**config.mk**
```make
export PLATFORM = sky130hd
export DESIGN_NAME = if_fetch_unit
export DESIGN_NICKNAME = d
export VERILOG_FILES = /design/src/rtl/if_fetch_unit.sv
export SDC_FILE = /design/constraint.sdc
export NUM_CORES = 1
export LEC_CHECK = 0
export CAP_MARGIN = 5
export CORE_MARGIN = 2
export CORE_UTILIZATION = 47
export DETAILED_ROUTE_END_ITERATION = 7
export HOLD_SLACK_MARGIN = 0.06
export PLACE_DENSITY_LB_ADDON = 0.12
export SETUP_SLACK_MARGIN = 0.3
export SLEW_MARGIN = 20
export SYNTH_ARGS = -nofsm -noshare
export SYNTH_HDL_FRONTEND = slang
export SYNTH_SLANG_ARGS = --single-unit
```
**constraint.sdc**
```tcl
create_clock -name clk -period 1.95 [get_ports clk]
set_input_delay 0.39 -clock clk [delete_from_list [all_inputs] [get_ports clk]]
set_output_delay 0.39 -clock clk [all_outputs]
set_load 0.01 [all_outputs]
```
**src/rtl/if_fetch_unit.sv**
```systemverilog
// Instruction-fetch stage: owns the PC, issues one instruction-memory read
// at a time and hands each returned word to the IR. Downstream stalls park
// the word in a holding register. Redirects that arrive mid-read wait in
// FLUSH until the in-flight read completes.
module if_fetch_unit #(
  parameter logic [31:0] RESET_PC = 32'h4000_0060
) (
  input  logic        clk,
  input  logic        rst,
  output logic [31:0] imem_address,
  output logic        imem_read,
  input  logic [31:0] imem_rdata,
  input  logic        imem_resp,
  input  logic        stall,
  input  logic        redirect,
  input  logic [31:0] redirect_pc,
  output logic        ir_load,
  output logic [31:0] ir_data,
  output logic [31:0] ir_pc
);

  typedef enum logic [1:0] {REQ, HOLD, FLUSH} state_t;

  state_t      state;
  logic [31:0] pc;
  logic [31:0] tgt;
  logic [31:0] hold_word;
  logic [31:0] redirect_tgt;

  assign redirect_tgt = {redirect_pc[31:2], 2'b00};

  // PC, pending target, held word and fetch state sequencing
  always_ff @(posedge clk) begin
    if (rst) begin
      pc        <= RESET_PC;
      state     <= REQ;
      hold_word <= '0;
      tgt       <= '0;
    end else begin
      unique case (state)
        REQ: begin
          if (imem_resp) begin
            if (redirect) begin
              pc <= redirect_tgt;
            end else if (!stall) begin
              pc <= pc + 32'd4;
            end else begin
              hold_word <= imem_rdata;
              state     <= HOLD;
            end
          end else if (redirect) begin
            // address must stay put until the in-flight read completes
            tgt   <= redirect_tgt;
            state <= FLUSH;
          end
        end
        HOLD: begin
          if (redirect) begin
            hold_word <= '0;
            pc        <= redirect_tgt;
            state     <= REQ;
          end else if (!stall) begin
            pc    <= pc + 32'd4;
            state <= REQ;
          end
        end
        FLUSH: begin
          if (redirect) begin
            tgt <= redirect_tgt;
          end
          if (imem_resp) begin
            // a redirect in the same cycle as the response is the latest target
            pc    <= redirect ? redirect_tgt : tgt;
            state <= REQ;
          end
        end
        default: state <= REQ;
      endcase
    end
  end

  // Memory request and IR handoff, decoded from state and live inputs
  always_comb begin
    imem_address = pc;
    imem_read    = 1'b0;
    ir_load      = 1'b0;
    ir_data      = '0;
    ir_pc        = pc;
    if (rst) begin
      ir_pc = RESET_PC;
    end else begin
      unique case (state)
        REQ: begin
          imem_read = 1'b1;
          ir_data   = imem_rdata;
          ir_load   = imem_resp && !redirect && !stall;
        end
        HOLD: begin
          ir_data = hold_word;
          ir_load = !redirect && !stall;
        end
        FLUSH: begin
          imem_read = 1'b1;
        end
        default: ;
      endcase
    end
  end

endmodule
```
==> reports/qor.yml <==
status: "finished with violations"
violations: "negative setup slack"
cp.arrival_ns: 2.17
synth_top_area_share_pct: 36.49
via_count: 6403
yosysMostFrequentCell: "nand2_1"
port_buffers: 164
synthesis.area_um2: 5376
path_delay_family: "buffers and inverters"
cts_max_path_buffers: 2
critPathBufInv: 4
ys.flop_type: "dfxtp_1"
fp.coreArea_um2: 11270
fp.dieH_um: 111.0
comb_power_share_pct: 24.4
clk_latency_ns: 0.35
maxSlewViolCount: 0
initial_core_util_pct: 47.70
cpMostUsedCell: "buf_6"
grt.busiest_layer: "met2"
internal_power_uw: 3793
io_pins: 167
rsz0062_at_grt: "true"
powerDensity_nw_per_um2: 606.0
synth_edf_count: 0
holdBufCountCts: 0
dp_cells: 1029
ys_top_cells_by_area: "dfxtp_1 36%, nand2_1 10%, a21oi_1 7.7%"
place_congestion: 0.9552
crit_path_end_kind: "register"
multi_input_area_um2: 3711
tritoncts: "built"
slowest_delay_ns: 0.47
netlist_instances: 719
fmax_mhz: 512.5
avgSynthCellArea_um2: 7.478
path_cells: "buf_6, buf_4, nor2_2, a221o_2, buf_6, buf_2, nor3b_1, nor4_1"
use_met3_pct: 6.452
async_flop_share_pct: 0
synth_nets: 789
die-area_um2: 12310
p_leak_uw: 0.003472
synth-seq-cells: 98
critical_path_peak_fanout: 10
die_w_um: 111.0
drc: 0
seqCellArea_um2: 2024
clk_pin_slew_worst_paths_ns: 0.07
final_cells: 1076
grtUsageMet1_pct: 34.50
final-hold-violation-count: 0
fin_crit_sh_pct: 100.1
grt_max_degree: 42
grt_pass1_vias: 6090
seq_power_share_pct: 41.4
clock_sinks: 98
avgViaCountPerCell: 5.951
cts_buffers: 9
grt_use_met2_pct: 53.99
synth_area_leader_cell: "dfxtp_1"
r2r_cells: 8
post_drt_wl_per_cell_um: 18.40
min_path_type: "reg2reg"
grt_pass1_wl_mm: 30.34
h-tree-depth: 3
yosysSeqAreaShare_pct: 36.49
setup_ws_ns: -0.001133
startpoint_type: "register"
final_util_pct: 78.19
fin_area_um2: 8813
reg2reg_slack_ns: -0.001
yosysWarnings: 0
synthDistinctLibCells: 65
dp_hpwl_mm: 12.27
gr-usage-all-layers_pct: 29.82
cpMaxStageDelayCell: "a221o_2"
pwr-share-clk_pct: 34.2
ant_nets: 0
n_antenna_cell: 0
switching_power_uw: 1548
peakVddDrop_mv: 0.3873
max-slew-margin-rel_pct: 69.60
drv_cap: 0
path_class: "reg2reg"
grt_overflow_total: 0
hold_slack_ns: 0.4553
rows: 39
antenna_found_initial: 0
drt-initial-drc-count: 596
cts-root-buf: "clkbuf_16"
fin_nets: 998
holdPathStages: 2
ys_top_cells_by_count: "148 x nand2_1, 98 x dfxtp_1, 83 x a21oi_1, 58 x nor2_1, 42 x nand3_1"
switching_share_pct: 28.99
skew_ns: 0.008092
dr.pass1.iters: 6
period_needed_ns: 1.951
worstPathRequired_ns: 2.17
post_dp_cell_area_um2: 7610
area_growth_pct: 63.93
critical_path_depth: 8
drive_above_1_share_pct: 29.47
setup_violations: 1
routed_wl_mm: 19.80
tightest_slew_ns: 0.4560
fillers: 734
[power groups by stage]
stage | Clock (uW) | Combinational, uW | Sequential, uW
5_1_grt | 1920 | 1380 | 2220
4_1_cts | 1830 | 1220 | 2210
6_report | 1830 | 1300 | 2210
3_5_place_dp | 0 | 1090 | 2250
2_1_floorplan | 0 | 511 | 2240
3_3_place_gp | 0 | 1070 | 2240
[placed cells by master (no fill, tap or decap), types with 4 or more instances in the layout]
cell type,instances
a211oi_1,4
a21oi_1,75
a21oi_2,7
a221o_1,4
a31oi_1,6
and3_1,5
buf_12,10
buf_16,6
buf_2,13
buf_4,57
buf_6,37
clkbuf_16,10
clkdlybuf4s50_1,63
dfxtp_1,68
dfxtp_2,20
dfxtp_4,10
dlygate4sd2_1,58
inv_1,8
mux2i_1,21
mux2i_4,11
nand2_1,146
nand2b_1,4
nand3_1,42
nand4_1,8
nor2_1,21
nor2_2,15
nor2_4,24
nor2b_1,25
nor3_1,7
nor3_4,4
nor3b_1,4
o211ai_1,7
o21ai_0,17
o21ai_1,12
[state kept, by name, summed over array words and instances (netlist names)]
register and flops:
hold_word 32, state 2, imem_address 32, tgt 32
[tightest hold or removal path, delay by kind of cell, from the launching register on]
kind            cells  cell delay [ns]
compound gates      1             0.05
simple gates        1             0.05
flops               1             0.31
[per-layer routing]
metal,vias to the layer above,part of all wire (%)
li1,2980,-
met1,3055,38
met2,311,51
met3,57,7.6
met4,0,3.0
met5,-,0
[repair_timing]
action / CTS / global route
pin swaps: 39 / 8
gates resized for setup: 340 / 50
setup buffers: 17 / 3
gates cloned: 9 / 2
endpoints found under the setup margin: 128 / 106
[final timing paths]
path | start | endpoint
worst max-delay path | state[1]$_SDFFE_PP0P_ | imem_address[2]$_SDFFE_PP0P_
worst min-delay path | tgt[18]$_SDFFE_PP0P_ | tgt[18]$_SDFFE_PP0P_
worst max register to register | state[1]$_SDFFE_PP0P_ | imem_address[2]$_SDFFE_PP0P_
worst min register to register | tgt[18]$_SDFFE_PP0P_ | tgt[18]$_SDFFE_PP0P_
[metrics by stage]
step                      power (uW)  setup WS, ns  setup TNS [ns]
after floorplan                 2753        0.2607               0
after global placement          3312       -0.4425          -9.282
after detailed placement        3337       -0.4394          -9.531
after CTS                       5250       0.01806               0
after global routing            5529      -0.04829         -0.5699
final                           5341     -0.001133       -0.001133
[cell type report]
class | count | area share (%)
clock buffer | 12 | 2.797
clock inverter | 4 | 0.5821
timing repair buffer | 256 | 29.13
inverter | 9 | 0.3833
tap | 143 | 2.030
sequential | 98 | 22.97
multi-input combinational | 554 | 42.11
[cells by family (layout without fill, tap and decap cells)]
logic type / count (synthesis) / count (layout) / share of synthesized area, %
multiplexers: 34 / 34 / 6.330
adder cells (fa/ha/maj): 1 / 1 / 0.2327
flip-flops: 98 / 98 / 36.49
AND/OR/NAND/NOR: 343 / 343 / 31.37
AO/OA/AOI/OAI: 176 / 176 / 20.36
buffers and inverters: 67 / 281 / 5.213
(Power assumes the default switching activity.)
